--- src/rtl/t8086_bus_pkg.sv ---
// Shared encodings for the t8086 bus sequencer: FSM state codes, T2-T4 status
// codes and the physical address width.
package t8086_bus_pkg;

  localparam int ADDR_W = 20;

  typedef logic [2:0] bus_state_t;

  localparam logic [2:0] ST_IDLE = 3'd0;
  localparam logic [2:0] ST_T1   = 3'd1;
  localparam logic [2:0] ST_T2   = 3'd2;
  localparam logic [2:0] ST_T3   = 3'd3;
  localparam logic [2:0] ST_TW   = 3'd4;
  localparam logic [2:0] ST_T4   = 3'd5;
  localparam logic [2:0] ST_HOLD = 3'd6;

  localparam logic [1:0] EU_RD = 2'b00;
  localparam logic [1:0] EU_WR = 2'b01;
  localparam logic [1:0] PF    = 2'b10;

  function automatic logic [1:0] bus_code(input logic is_pf, input logic we);
    return is_pf ? PF : (we ? EU_WR : EU_RD);
  endfunction

endpackage

--- src/rtl/bus_req_arb.sv ---
// PF/EU request arbiter: EU wins unless PF has waited through EU_BURST_MAX
// completed EU accesses. Decision is combinational; only the burst count is held.
module bus_req_arb #(
  parameter int EU_BURST_MAX = 2
) (
  input  logic clk_i,
  input  logic rst_ni,
  input  logic arb_en_i,
  input  logic pf_req_i,
  input  logic eu_req_i,
  input  logic eu_done_i,
  output logic pf_win_o,
  output logic eu_win_o
);

  localparam int CW = $clog2(EU_BURST_MAX + 1);

  logic [CW-1:0] cnt_q, cnt_d, cnt_eff;

  // The access finishing this cycle already counts toward the decision made now.
  always_comb begin
    cnt_eff = cnt_q;
    if (!pf_req_i) begin
      cnt_eff = '0;
    end else if (eu_done_i && cnt_q != CW'(EU_BURST_MAX)) begin
      cnt_eff = cnt_q + 1'b1;
    end
  end

  assign pf_win_o = arb_en_i && pf_req_i && (!eu_req_i || cnt_eff == CW'(EU_BURST_MAX));
  assign eu_win_o = arb_en_i && eu_req_i && !pf_win_o;
  assign cnt_d    = pf_win_o ? '0 : cnt_eff;

  always_ff @(posedge clk_i or negedge rst_ni) begin
    if (!rst_ni) begin
      cnt_q <= '0;
    end else begin
      cnt_q <= cnt_d;
    end
  end

endmodule

--- src/rtl/bus_cycle_ctrl.sv ---
// t8086 bus sequencer: arbitrates PF/EU and runs T1..T4 cycles on the ad/as pads.
// Define T8086_HOLD_EN to add the hold/hlda bus-release handshake.
module bus_cycle_ctrl #(
  parameter int EU_BURST_MAX = 2,
  parameter int ADDR_W       = t8086_bus_pkg::ADDR_W
) (
  input  logic              clk,
  input  logic              rst,
  input  logic              pf_req,
  input  logic [ADDR_W-1:0] pf_addr,
  output logic              pf_gnt,
  output logic              pf_valid,
  output logic [15:0]       pf_data,
  input  logic              eu_req,
  input  logic              eu_we,
  input  logic              eu_byte,
  input  logic [ADDR_W-1:0] eu_addr,
  input  logic [15:0]       eu_wdata,
  output logic              eu_gnt,
  output logic              eu_done,
  output logic [15:0]       eu_rdata,
  input  logic [15:0]       ad_in,
  output logic [15:0]       ad_out,
  output logic              ad_oe,
  output logic [3:0]        as_out,
  output logic              as_oe,
  output logic              ale,
  output logic              rd_n,
  output logic              wr_n,
  output logic              bhe_n,
  input  logic              ready
`ifdef T8086_HOLD_EN
  ,
  input  logic              hold,
  output logic              hlda
`endif
);
  import t8086_bus_pkg::*;

  bus_state_t        state_q, state_d;
  logic [ADDR_W-1:0] addr_q, addr_d;
  logic [15:0]       wdata_q, wdata_d;
  logic [1:0]        code_q, code_d;
  logic              byte_q, byte_d;
  logic              split_q, split_d;
  logic              second_q, second_d;
  logic [15:0]       pf_data_q, pf_data_d;
  logic [15:0]       eu_rdata_q, eu_rdata_d;

  logic       hold_take, arb_en, win_pf, win_eu;
  logic       is_pf, is_wr, in_data, strobe;
  logic [7:0] lane;

`ifdef T8086_HOLD_EN
  assign hold_take = hold;
  assign hlda      = (state_q == ST_HOLD);
`else
  assign hold_take = 1'b0;
`endif

  // The second half of a split word continues without re-arbitration.
  assign arb_en = ((state_q == ST_IDLE) || (state_q == ST_T4 && !split_q)) && !hold_take;

  bus_req_arb #(.EU_BURST_MAX(EU_BURST_MAX)) u_arb (
    .clk_i     (clk),
    .rst_ni    (rst),
    .arb_en_i  (arb_en),
    .pf_req_i  (pf_req),
    .eu_req_i  (eu_req),
    .eu_done_i (eu_done),
    .pf_win_o  (win_pf),
    .eu_win_o  (win_eu)
  );

  assign lane = addr_q[0] ? ad_in[15:8] : ad_in[7:0];

  always_comb begin
    state_d    = state_q;
    addr_d     = addr_q;
    wdata_d    = wdata_q;
    code_d     = code_q;
    byte_d     = byte_q;
    split_d    = split_q;
    second_d   = second_q;
    pf_data_d  = pf_data_q;
    eu_rdata_d = eu_rdata_q;
    case (state_q)
      ST_IDLE, ST_T4: begin
        if (state_q == ST_T4 && split_q) begin
          state_d  = ST_T1;
          addr_d   = addr_q + 1'b1;
          wdata_d  = {8'h00, wdata_q[15:8]};
          split_d  = 1'b0;
          second_d = 1'b1;
`ifdef T8086_HOLD_EN
        end else if (hold_take) begin
          state_d = ST_HOLD;
`endif
        end else if (win_pf) begin
          state_d  = ST_T1;
          addr_d   = pf_addr;
          code_d   = bus_code(1'b1, 1'b0);
          byte_d   = 1'b0;
          split_d  = 1'b0;
          second_d = 1'b0;
        end else if (win_eu) begin
          state_d  = ST_T1;
          addr_d   = eu_addr;
          wdata_d  = eu_wdata;
          code_d   = bus_code(1'b0, eu_we);
          byte_d   = eu_byte || eu_addr[0];
          split_d  = !eu_byte && eu_addr[0];
          second_d = 1'b0;
        end else begin
          state_d = ST_IDLE;
        end
      end
      ST_T1: state_d = ST_T2;
      ST_T2: state_d = ST_T3;
      ST_T3, ST_TW: begin
        if (ready) begin
          state_d = ST_T4;
          if (code_q == PF) begin
            pf_data_d = ad_in;
          end else if (code_q == EU_RD) begin
            if (!byte_q)       eu_rdata_d = ad_in;
            else if (second_q) eu_rdata_d = {lane, eu_rdata_q[7:0]};
            else               eu_rdata_d = {8'h00, lane};
          end
        end else begin
          state_d = ST_TW;
        end
      end
`ifdef T8086_HOLD_EN
      ST_HOLD: if (!hold) state_d = ST_IDLE;
`endif
      default: state_d = ST_IDLE;
    endcase
  end

  always_ff @(posedge clk or negedge rst) begin
    if (!rst) begin
      state_q    <= ST_IDLE;
      addr_q     <= '0;
      wdata_q    <= '0;
      code_q     <= EU_RD;
      byte_q     <= 1'b0;
      split_q    <= 1'b0;
      second_q   <= 1'b0;
      pf_data_q  <= '0;
      eu_rdata_q <= '0;
    end else begin
      state_q    <= state_d;
      addr_q     <= addr_d;
      wdata_q    <= wdata_d;
      code_q     <= code_d;
      byte_q     <= byte_d;
      split_q    <= split_d;
      second_q   <= second_d;
      pf_data_q  <= pf_data_d;
      eu_rdata_q <= eu_rdata_d;
    end
  end

  // Pad outputs decode straight from state so an async reset drops strobes at once.
  assign is_pf   = (code_q == PF);
  assign is_wr   = (code_q == EU_WR);
  assign in_data = (state_q == ST_T2) || (state_q == ST_T3) || (state_q == ST_TW) || (state_q == ST_T4);
  assign strobe  = (state_q == ST_T2) || (state_q == ST_T3) || (state_q == ST_TW);

  assign ale      = (state_q == ST_T1);
  assign pf_gnt   = ale && is_pf;
  assign eu_gnt   = ale && !is_pf && !second_q;
  assign pf_valid = (state_q == ST_T4) && is_pf;
  assign eu_done  = (state_q == ST_T4) && !is_pf && !split_q;
  assign pf_data  = pf_data_q;
  assign eu_rdata = eu_rdata_q;

  assign ad_oe  = ale || (in_data && is_wr);
  assign ad_out = ale ? addr_q[15:0] :
                  (in_data && is_wr) ? (byte_q ? {wdata_q[7:0], wdata_q[7:0]} : wdata_q) :
                  16'h0000;
  assign as_out = ale ? addr_q[ADDR_W-1 -: 4] : (in_data ? {1'b0, 1'b1, code_q} : 4'h0);
  assign as_oe  = (state_q != ST_HOLD);
  assign rd_n   = !(strobe && !is_wr);
  assign wr_n   = !(strobe && is_wr);
  assign bhe_n  = !(ale && (!byte_q || addr_q[0]));

endmodule

--- config.mk ---
export PLATFORM = sky130hd
export DESIGN_NAME = bus_cycle_ctrl
export DESIGN_NICKNAME = d
export VERILOG_FILES = /design/src/rtl/t8086_bus_pkg.sv /design/src/rtl/bus_req_arb.sv /design/src/rtl/bus_cycle_ctrl.sv
export SDC_FILE = /design/constraint.sdc
export NUM_CORES = 1
export LEC_CHECK = 0
export CORE_AREA = 3 3 128 130
export CTS_BUF_LIST = sky130_fd_sc_hd__clkbuf_16
export DETAILED_ROUTE_END_ITERATION = 16
export DIE_AREA = 0 0 131 133
export MAX_ROUTING_LAYER = met4
export PLACE_DENSITY_LB_ADDON = 0.05
export SLEW_MARGIN = 10
export SYNTH_ARGS = -nofsm -noshare
export SYNTH_HDL_FRONTEND = slang
export SYNTH_SLANG_ARGS = --single-unit
--- constraint.sdc ---
create_clock -name clk -period 2.4 [get_ports clk]
set_input_delay 0.36 -clock clk [delete_from_list [all_inputs] [get_ports clk]]
set_output_delay 0.36 -clock clk [all_outputs]
set_load 0.005 [all_outputs]
After elaboration in Yosys (flattened, before gate mapping)
Index checks and enable logic that the tools add are counted.
Cells by class
  add/subtract/negate cells: 2
  equality and inequality tests: 12
  mux-type cells: 33
  bitwise operators: 2
  reductions and logical operators: 50
Operators by type and width (count)
  two-way mux 16 bit: 8
  two-way mux 20 bit: 3
  adder 20 x 1 -> 20 bit, second input constant: 1
  logical AND 1 bit: 18
  two-way mux 1 bit: 13
  case mux 3 bit (4 select lines): 1
  zero test 1 bit: 11
  two-way mux 2 bit: 5
  AND reduction 3 bit: 3
  logical OR 1 bit: 8
  two-way mux 8 bit: 1
  equality test 3 x 2 -> 1 bit, second input constant: 2
  equality test 3 bit, second input constant: 2
  inequality test 2 bit, second input constant: 3
  AND reduction 5 bit: 1
  equality test 2 bit, second input constant: 2
  two-way mux 4 bit: 1
  AND reduction 4 bit: 1
  nonzero test 2 bit: 2
  OR reduction 2 bit: 2
  equality test 3 x 1 -> 1 bit, second input constant: 1
  zero test 3 bit: 1
  two-way mux 3 bit: 1
  inequality test 3 bit, second input constant: 1
  6 further kinds: 7
Storage, ports and cells
  bits in registers: 78
  input bits: 79
  output and inout port bits: 62
  word-level logic and storage cells: 110

Logic depth before layout (Yosys ltp)
Gate-level depths: netlist (run 1).
  word-level depth: 16
  gate-level depth with buffers: 9
  gate-level depth less buffers: 7

Cells and area by module
From an unflattened synthesis (run 1), not the netlist that was laid out.
Unflattened totals
  cell total of the unflattened synthesis: 481
  area total of the unflattened synthesis: 4714.5 µm²
Modules (own cells, without submodules)
  bus_cycle_ctrl: times used 1, cells each 463, area an instance 4539.4 µm², seq. area each 1901.8 µm²
  bus_req_arb: times used 1, cells each 18, area an instance 175.2 µm², seq. area each 50.0 µm²

Worst setup path before layout (run 1)
OpenSTA, ideal clock, no wires.
  kind: register -> register
  from: register u_arb.cnt_q[0]
  to: register addr_q[3]
  library setup time: 0.094 ns
  data arrival time: 2.025 ns
  data required time: 2.306 ns
  setup slack: 0.281 ns
  cell stages (with the launch flop): 9
  buffers on the path: 1
  period minus slack after synthesis: 2.119 ns
  path through: dfrtp_1 -> inv_1 -> ha_1 -> or2_1 -> or4_4 -> a31o_1 -> buf_6 -> mux2i_1 -> a211oi_1
On the way
  cells in the longest elaborated chain, start to end: 11
  elaborated cells between the ends (all ways): 14
  those cells by class: add/sub: 1; eq/ne: 2; mux: 4; reduce/logical: 7
Ends and longest elaborated chain
  start: declaration: RTL line bus_req_arb.sv:18  | logic [CW-1:0] cnt_q, cnt_d, cnt_eff;
  start signal: assignment: RTL line bus_req_arb.sv:38  | cnt_q <= cnt_d;
  parallel branches: the longest is 2 deep, another holds adder 2 x 1 -> 2 bit
  two-way mux 2 bit *: RTL line bus_req_arb.sv:25  | end else if (eu_done_i && cnt_q != CW'(EU_BURST_MAX)) begin
  two-way mux 2 bit *: RTL line bus_req_arb.sv:23  | if (!pf_req_i) begin
  equality test 2 bit *: RTL line bus_req_arb.sv:30  | assign pf_win_o = arb_en_i && pf_req_i && (!eu_req_i || cnt_eff == CW'(EU_BURST_MAX));
  logical OR 1 bit *: RTL line bus_req_arb.sv:30
  logical AND 1 bit *: RTL line bus_req_arb.sv:30
  zero test 1 bit: RTL line bus_req_arb.sv:31  | assign eu_win_o = arb_en_i && eu_req_i && !pf_win_o;
  logical AND 1 bit: RTL line bus_req_arb.sv:31
  nonzero test 3 bit (no source line)
  AND reduction 2 bit (no source line)
  end signal: assignment: RTL line bus_cycle_ctrl.sv:154  | addr_q <= addr_d;
  end: declaration: RTL line bus_cycle_ctrl.sv:41  | logic [ADDR_W-1:0] addr_q, addr_d;
Mark *: on every way between the ends.
A chain may end at the register's enable or synchronous reset.

Final worst setup path (run 1)
  from: register u_arb.cnt_q[0]
  to: register addr_q[15]
Same word-level chain as after synthesis.

==> results_dict.tcl, run 1 <==
set metrics [dict create \
    run_status "finished clean" \
    synth_edf_count 0 \
    syn_avg_cell_area_sq_um 9.096 \
    cts_tree "yes" \
    timing.final.crit_period_ns 2.320 \
    ys_warn_count 0 \
    grt_setup_unrepaired "false" \
    grt_usage_pct 18.68 \
    netlist_area_sq_mm 0.004548 \
    cp-start-kind "flop" \
    drive_gt1_share_pct 14.72 \
    hpwl_um 11670 \
    syn2layout_area_growth_pct 49.08 \
    die_w_um 131 \
    synth_nets 581 \
    drt-vias-per-instance 5.089 \
    multi_input_area_sq_mm 0.002447 \
    design_area_sq_mm 0.006780 \
    io_buffers 140 \
    clk_latency_ns 0.34 \
    drv_slew 0 \
    ys_ff_latch 78 \
    fin_tns_setup_ns 0 \
    std_cell_rows 45 \
    critPathArrivalTime_ns 2.54 \
    worst_pin_slew_ns 0.6168 \
    drc 0 \
    fp.dieH_um 133 \
    routedWlPerCell_um 18.02 \
    grt_pass1_wl_um 24700 \
    synthArstFlopShare_pct 100.0 \
    core_area_sq_mm 0.01526 \
    path_clk_slew_ns 0.06 \
    num_vias 4427 \
    p_leak_nw 2.931 \
    nets 735 \
    switchingPower_mw 3.072 \
    hold_violations 0 \
    routed_wl_um 15680 \
    ant_nets 0 \
    synth_ff_type "dfrtp_1" \
    drt-initial-drc-count 287 \
    synth_cell_types 63 \
    fin_crit_sh_pct 96.68 \
    antenna_found_initial 0 \
    fillers 1525 \
    clockBufferDepth 2 \
    drtPass1Iterations 4 \
    p_sw_share_pct 37.90 \
    setup_viol 0 \
    ys_top_cells_by_area "dfrtp_1, mux2_2, mux2i_1" \
    grt_pass1_vias 4431 \
    diodes 0 \
    cts-buffers-inserted 9 \
    yosysSeqAreaShare_pct 42.92 \
    clock-sinks 78 \
    critPathRequiredTime_ns 2.62 \
    p_int_mw 5.032 \
    cp-end-kind "flop" \
    cts_root_buf "clkbuf_16" \
    grt_max_degree 54 \
    relSlewSlack_pct 58.56 \
    fin_skew_ns 0.004507 \
    ir_drop_uv 459.9 \
    worstPathMaxFanout 21 \
    combPwrFrac_pct 50.0 \
    synth.top_cell.area_share_pct 42.92 \
    io_pins 141 \
    clock.fmax_mhz 431.0 \
    place_congestion 0.8274 \
    worstHoldPathType "flop to flop" \
    power_frac_seq_pct 31.3 \
    regArea_sq_mm 0.001953 \
    clkPwrFrac_pct 18.7 \
    cap_violations 0 \
    crit_type "flop to flop" \
    dpl-instance-area_sq_mm 0.006364 \
    yosysTopAreaCell "dfrtp_1" \
    netlist_instances 500 \
    gr-total-overflow 0 \
    initial_utilization_pct 29.81 \
    power.density_mw_per_mm2 1195 \
    dieArea_sq_mm 0.01742 \
    htree_levels 3 \
]
flip-flops by register name (all words and copies together) (netlist names):
name and count:
u_arb.cnt_q 2, wdata_q 16, state_q 3, split_q 1, eu_rdata 16, code_q 2, byte_q 1, addr_q 20
second_q 1, pf_data 16
critical path: stages, from the launching register on:
cell and delay, ns:
dfrtp_1 0.36, inv_1 0.07, ha_1 0.19, or2_1 0.24, or4_4 0.53, a31o_4 0.27, buf_12 0.15, a211oi_1 0.30
nor3_1 0.08
layout by cell type, fill, tap and decap left out, types with 3 or more instances in the layout:
master | Yosys | routed
a211oi_1 | 16 | 15
a21o_1 | 3 | 3
a21oi_1 | 11 | 11
a22o_1 | 8 | 8
a22oi_1 | 10 | 10
a31oi_1 | 4 | 4
and2_1 | 4 | 4
and3_1 | 4 | 4
buf_12 | 0 | 6
buf_4 | 2 | 28
clkbuf_16 | 0 | 9
clkdlybuf4s50_1 | 0 | 119
dfrtp_1 | 78 | 77
dlygate4sd2_1 | 0 | 17
dlymetal6s2s_1 | 0 | 3
inv_1 | 15 | 15
mux2_2 | 25 | 25
mux2i_1 | 23 | 23
nand2_1 | 45 | 45
nand2b_1 | 13 | 13
nand3_1 | 25 | 25
nand4_1 | 4 | 4
nor2_1 | 42 | 42
nor3_1 | 35 | 35
o21ai_0 | 41 | 39
o22ai_1 | 4 | 4
o31ai_1 | 9 | 9
cell type report:
cell class	count	share of cell area, %
clock inverters	7	1.458
well taps	211	3.894
flip-flops and latches	78	28.81
multi-input cells	374	36.10
inverters	16	0.9227
repair buffers	175	25.50
clock buffers	9	3.322
metrics by stage:
stage | utilization, % | setup slack (ns) | hold WS, ns | instances | total power, mW
global route | 44.44 | 0.007390 | 0.5103 | 870 | 8.704
detailed placement | 41.71 | 0.07342 | 0.3172 | 849 | 6.635
finish | 44.44 | 0.07970 | 0.4836 | 870 | 8.104
CTS | 44.03 | 0.01344 | 0.4892 | 867 | 8.162
floorplan | - | 0.2809 | 0.06441 | 500 | 4.435
global placement | 41.71 | 0.04203 | 0.3189 | 849 | 6.590
path summary, 6_finish.rpt:
| kind | from | end | slack [ns] | depth (start not counted) |
|---|---|---|---|---|
| worst max-delay path | u_arb.cnt_q[0] | addr_q[15] | 0.08 | 8 |
| worst min-delay path | eu_rdata[9] | eu_rdata[9] | 0.48 | 2 |
| worst max register to register | u_arb.cnt_q[0] | addr_q[15] | 0.08 | 8 |
| worst min register to register | eu_rdata[9] | eu_rdata[9] | 0.48 | 2 |
| max in group asynchronous | rst | state_q[1] | 1.26 | 3 |
| min in group asynchronous | rst | u_arb.cnt_q[1] | 0.49 | 2 |
timing repair:
item                       4_1_cts  5_1_grt
gates resized for setup         29       10
hold endpoints to repair        25        0
buffers inserted                 1        3
hold buffers                     1        0
setup endpoints to repair       23       13
pin swaps                        3        1
metal layers:
metal  wire (um)  global-route usage (%)
met3         843                   3.795
met1        7719                   26.86
met5           0                       -
met4         212                   4.457
met2        6906                   26.89
logic make-up after synthesis:
logic type / count (synthesis) / synth area share (%)
mux: 48 / 11.25
fa+ha+maj: 2 / 0.5501
compound gates: 128 / 18.84
flops: 78 / 42.92
buf+inv: 48 / 4.567
simple gates: 193 / 21.29
xor+xnor: 3 / 0.5778
power groups by stage:
stage | logic, mW | clock network, mW | registers [mW]
floorplan | 2.03 | 0 | 2.41
global placement | 4.05 | 0 | 2.54
detailed placement | 4.07 | 0 | 2.56
CTS | 4.06 | 1.56 | 2.54
global route | 4.46 | 1.62 | 2.62
finish | 4.05 | 1.52 | 2.54
Yosys cell counts, drive strengths merged, types with 2 or more instances:
library cell,count
clkbuf,16
o22ai,4
o21ai,42
nand3,26
a22oi,10
or2,2
o211ai,2
and2,4
nand2,45
xnor2,2
o31ai,10
nor3,36
a22o,8
ha,2
mux2,25
a211oi,16
nand2b,13
nand4,4
nand3b,3
a21o,3
o221ai,2
and3,4
inv,15
nor2b,5
o31a,2
o21a,3
dfrtp,78
buf,16
mux2i,23
a31o,2
a31oi,5
nor2,42
a21oi,11
No activity file was read; power rests on OpenSTA's default activity.
==> inputs of run 2 (changes only) <==
--- a/config.mk
+++ b/config.mk
@@ -7,10 +7,11 @@
 export LEC_CHECK = 0
 export CORE_AREA = 3 3 128 130
 export CTS_BUF_LIST = sky130_fd_sc_hd__clkbuf_16
+export CTS_CLUSTER_SIZE = 10
 export DETAILED_ROUTE_END_ITERATION = 16
 export DIE_AREA = 0 0 131 133
 export MAX_ROUTING_LAYER = met4
-export PLACE_DENSITY_LB_ADDON = 0.05
+export PLACE_DENSITY = 0.54
 export SLEW_MARGIN = 10
 export SYNTH_ARGS = -nofsm -noshare
 export SYNTH_HDL_FRONTEND = slang
==> run 2 against run 1 <==
  * Setup slack worse by 0.025 ns
  * Largest cell class unchanged
  * Non-clock buffer count stayed put
  * Utilization is 0.41 points lower
  * Via count is 0.20% higher
  * Count of clock-buffer cells in the layout stayed put
  * Sequential share of layout area is 0.27 points higher
  * Global-route usage is 0.47 points lower
==> results_dict.tcl, run 2 (synthesized netlist as in run 1, its figures left out) <==
set metrics [dict create \
    run_status "finished clean" \
    drc 0 \
    largest_reg_flops 20 \
    syn2layout_area_growth_pct 47.70 \
    design_area_sq_mm 0.006718 \
    grt_setup_unrepaired "true" \
    mostFrequentLayoutCells "clkdlybuf4s50_1, dfrtp_1, nand2_1" \
    power.density_mw_per_mm2 1170 \
    multi_input_area_sq_mm 0.002455 \
    met2_usage_pct 26.81 \
    core_area_sq_mm 0.01526 \
    drt-initial-drc-count 278 \
    crit_type "flop to output port" \
    critPathArrivalTime_ns 1.99 \
    routed_wl_um 15270 \
    clockBufferDepth 2 \
    die_w_um 131 \
    hpwl_um 11700 \
    cts-buffers-inserted 9 \
    clk_latency_ns 0.35 \
    final_cells 870 \
    grt_max_degree 34 \
    fp.dieH_um 133 \
    regArea_sq_mm 0.001953 \
    ir_drop_uv 571.4 \
    clock.fmax_mhz 426.4 \
    diodes 0 \
    drtPass1Iterations 4 \
    gr-total-overflow 0 \
    cts_root_buf "clkbuf_16" \
    timing.final.crit_period_ns 2.345 \
    busiest_layer "met2" \
    use_met3_pct 3.835 \
    drv_slew 0 \
    place_congestion 0.8983 \
    antenna_found_initial 0 \
    fillers 1512 \
    ant_nets 0 \
    p_leak_nw 2.879 \
    grt_usage_pct 18.21 \
    dpl-instance-area_sq_mm 0.006344 \
    setup_viol 0 \
    path_clk_slew_ns 0.06 \
    worstPathMaxFanout 4 \
    cts_tree "yes" \
    regMostFlops "addr_q" \
    nets 735 \
    routedWlPerCell_um 17.55 \
    io_pins 141 \
    clock-sinks 78 \
    worst_pin_slew_ns 0.5974 \
    drt-vias-per-instance 5.099 \
    dp.cells 848 \
    cap_violations 0 \
    cp-end-kind "output port" \
    initial_utilization_pct 29.81 \
    htree_levels 3 \
    fin_crit_sh_pct 97.71 \
    critPathRequiredTime_ns 2.04 \
    grt_pass1_vias 4497 \
    met1_usage_pct 25.11 \
    grt_pass1_wl_um 24110 \
    num_vias 4436 \
    relSlewSlack_pct 59.87 \
    cp-start-kind "flop" \
    fin_skew_ns 0.004770 \
    dieArea_sq_mm 0.01742 \
    pre_cts_slack_ns 0.05605 \
    drive_gt1_share_pct 14.72 \
    io_buffers 140 \
    hold_violations 0 \
    layout_commonest_cell "clkdlybuf4s50_1" \
    fin_ws_ns 0.05497 \
    std_cell_rows 45 \
    worstHoldPathType "flop to flop" \
]
[run 2: area by class of cell]
cell class	count	area share, %
timing repair buffer	175	25.52
inverter	16	0.9499
multi-input combinational	374	36.54
sequential	78	29.07
clock buffer	9	3.353
clock inverter	7	0.6333
tap	211	3.930
[run 2: power breakdown]
part | internal [mW] | switching [mW]
clock network | 0.691 | 0.575
logic | 2.16 | 1.88
registers | 1.95 | 0.605
[run 2: metal layers]
layer	wire, um	vias up
met5	0	-
met4	244	0
met3	856	18
met2	6875	145
met1	7294	2143
li1	-	2130
[run 2: worst paths after layout]
check	from	to	slack (ns)	depth (start not counted)
worst max-delay path	state_q[1]	bhe_n	0.05	5
worst min-delay path	eu_rdata[13]	eu_rdata[13]	0.49	2
worst max register to register	u_arb.cnt_q[0]	addr_q[3]	0.10	8
worst min register to register	eu_rdata[13]	eu_rdata[13]	0.49	2
max in group asynchronous	rst	wdata_q[0]	1.28	3
min in group asynchronous	rst	u_arb.cnt_q[1]	0.52	2
[run 2: timing repair]
item,4_1_cts,5_1_grt
gates resized for setup,31,11
setup endpoints to repair,24,12
hold endpoints to repair,31,0
buffers inserted,1,4
cloned,0,0
pin swaps,1,8
hold buffers,1,0
[run 2: worst max-delay path: stages, from the launching register on]
cell and delay [ns]:
dfrtp_1 0.40, or3b_4 0.44, inv_4 0.08, buf_4 0.13
o21ai_0 0.07, clkdlybuf4s50_1 0.51
[run 2: through the flow]
stage	setup TNS (ns)	util (%)	hold slack, ns	power [mW]
4_1_cts	0	43.59	0.4961	7.846
2_1_floorplan	0	-	0.06441	4.435
6_report	0	44.03	0.4900	7.860
3_5_place_dp	0	41.57	0.3524	6.581
5_1_grt	-0.003371	44.03	0.5177	8.408
3_3_place_gp	0	41.57	0.3581	6.493
==> inputs of run 3 (changes only) <==
--- a/config.mk
+++ b/config.mk
@@ -5,11 +5,11 @@
 export SDC_FILE = /design/constraint.sdc
 export NUM_CORES = 1
 export LEC_CHECK = 0
-export CORE_AREA = 3 3 128 130
+export CORE_AREA = 3 3 122 136
 export CTS_BUF_LIST = sky130_fd_sc_hd__clkbuf_16
 export CTS_CLUSTER_SIZE = 10
 export DETAILED_ROUTE_END_ITERATION = 16
-export DIE_AREA = 0 0 131 133
+export DIE_AREA = 0 0 125 139
 export MAX_ROUTING_LAYER = met4
 export PLACE_DENSITY = 0.54
 export SLEW_MARGIN = 10
==> constraint.sdc (replaced) <==
create_clock -name clk -period 3 [get_ports clk]
set_input_delay 0.45 -clock clk [delete_from_list [all_inputs] [get_ports clk]]
set_output_delay 0.45 -clock clk [all_outputs]
set_load 0.005 [all_outputs]
==> run 3 against run 2 <==
  * First-iteration DRC count shrank 15%
  * Clock power decreased by 17%
  * Sequential power is 18% lower
  * Setup slack gained 0.054 ns
  * Clock skew increased by 0.0013 ns
  * Worst hold slack got worse by 0.21 ns
  * Highest routed layer unchanged
  * Wire length is 0.18% lower
  * Via count shrank 1.1%
  * Critical path depth is 1 lower
  * Critical endpoint is now ad_out[14]
  * Utilization down 2.2 points
==> results_dict.tcl, run 3 (synthesized netlist as in run 1, its figures left out) <==
set metrics [dict create \
    run_status "finished clean" \
    htree_levels 3 \
    drv_slew 0 \
    initial_utilization_pct 29.35 \
    core_area_sq_mm 0.01549 \
    cts_root_buf "clkbuf_16" \
    diodes 0 \
    cap_violations 0 \
    drc 0 \
    cp-end-kind "output port" \
    clockBufferDepth 2 \
    routedWlPerCell_um 18.10 \
    layout_commonest_cell "clkdlybuf4s50_1" \
    grt_pass1_vias 4544 \
    clk_latency_ns 0.34 \
    fp.dieH_um 139 \
    worstPathMaxFanout 15 \
    timing.final.crit_period_ns 2.891 \
    cts_tree "yes" \
    setup_viol 0 \
    reg2regPathDepth 8 \
    die_w_um 125 \
    drive_gt1_share_pct 11.37 \
    utilization_pct 41.84 \
    clock.fmax_mhz 345.9 \
    critPathArrivalTime_ns 2.44 \
    cp-start-kind "flop" \
    worst_pin_slew_ns 1.032 \
    dieArea_sq_mm 0.01738 \
    relSlewSlack_pct 31.19 \
    fin_crit_sh_pct 96.36 \
    regMostFlops "addr_q" \
    drt-initial-drc-count 236 \
    fillers 1571 \
    rr_startpoint "u_arb.cnt_q[0]" \
    place_congestion 0.8508 \
    hold_violations 0 \
    r2r_slack_ns 0.43 \
    grt_usage_pct 17.88 \
    num_vias 4388 \
    ant_nets 0 \
    routed_wl_um 15240 \
    path_clk_slew_ns 0.06 \
    critPathRequiredTime_ns 2.55 \
    crit_type "flop to output port" \
    p_leak_nw 2.679 \
    timing.rr.end "addr_q[9]" \
    nets 718 \
    mostFrequentLayoutCells "clkdlybuf4s50_1, dfrtp_1, nand2_1" \
    cts-buffers-inserted 9 \
    grt_pass1_wl_um 24290 \
    syn2layout_area_growth_pct 42.53 \
    fin_skew_ns 0.006046 \
    io_buffers 140 \
    drtPass1Iterations 5 \
    gr-total-overflow 0 \
    io_pins 141 \
    drt-vias-per-instance 5.211 \
    grt_setup_unrepaired "false" \
    std_cell_rows 48 \
    grt_max_degree 79 \
    fin_ws_ns 0.1093 \
    power.density_mw_per_mm2 951.1 \
    ir_drop_uv 329.7 \
    pre_cts_slack_ns 0.2802 \
    antenna_found_initial 0 \
    holdBufCountCts 0 \
    worstHoldPathType "primary input to async pin" \
    hpwl_um 11200 \
    fin_tns_setup_ns 0 \
    clock-sinks 78 \
    largest_reg_flops 20 \
]
-- run 3: area by class of cell --
type                       count  area [sq um]  share of cell area, %
tap                          200         250.2                  3.860
clock buffer                   9         225.2                  3.474
inverter                      16         60.06                 0.9265
timing repair buffer         158          1546                  23.86
clock inverter                 7         55.05                 0.8493
multi-input combinational    374          2391                  36.88
sequential                    78          1954                  30.15
-- run 3: layer usage --
layer | vias to the layer above | GRT usage [%] | routed length, um | share of wire [%]
met5 | - | - | 0 | 0
met3 | 14 | 3.043 | 734 | 4.8
met1 | 2136 | 23.18 | 7054 | 46
met4 | 0 | 4.795 | 157 | 1.0
met2 | 144 | 29.06 | 7295 | 48
li1 | 2094 | - | - | -
-- run 3: how the worst max path moves through the flow --
stage               start          to  slack, ns  depth (start not counted)
2_1_floorplan  state_q[1]   ad_out[7]       0.83                          6
3_3_place_gp       pf_req  addr_q[14]       0.38                          7
3_5_place_dp       pf_req  addr_q[15]       0.28                          6
4_1_cts        state_q[0]  ad_out[14]       0.03                          6
5_1_grt        state_q[1]  ad_out[13]      0.007                          4
6_report       state_q[1]  ad_out[14]       0.11                          4
-- run 3: critical path, stage by stage, from the launching register on --
cell and delay (ns):
dfrtp_2 0.50, nor2b_1 0.19, o21ai_1 0.62, o21ai_0 0.28, clkdlybuf4s50_1 0.51
-- run 3: metrics by stage --
step / cell area [sq um] / hold slack, ns / power (mW) / instances
2_1_floorplan: 4548 / 0.1544 / 3.548 / 500
3_3_place_gp: 6197 / 0.4696 / 5.072 / 826
3_5_place_dp: 6197 / 0.4750 / 5.139 / 826
4_1_cts: 6479 / 0.3453 / 6.220 / 842
5_1_grt: 6482 / 0.3942 / 6.599 / 842
6_report: 6482 / 0.2799 / 6.165 / 842
-- run 3: timing repair --
item	4_1_cts	5_1_grt
setup endpoints to repair	5	14
resized for setup	1	2
setup buffers	0	0
cloned	0	0
pin swaps	0	0
-- run 3: power by group --
part / internal [mW] / total (mW) / switching, mW
clock network: 0.569 / 1.05 / 0.476
registers: 1.56 / 2.09 / 0.534
logic: 1.65 / 3.03 / 1.38
total: 3.77 / 6.17 / 2.39
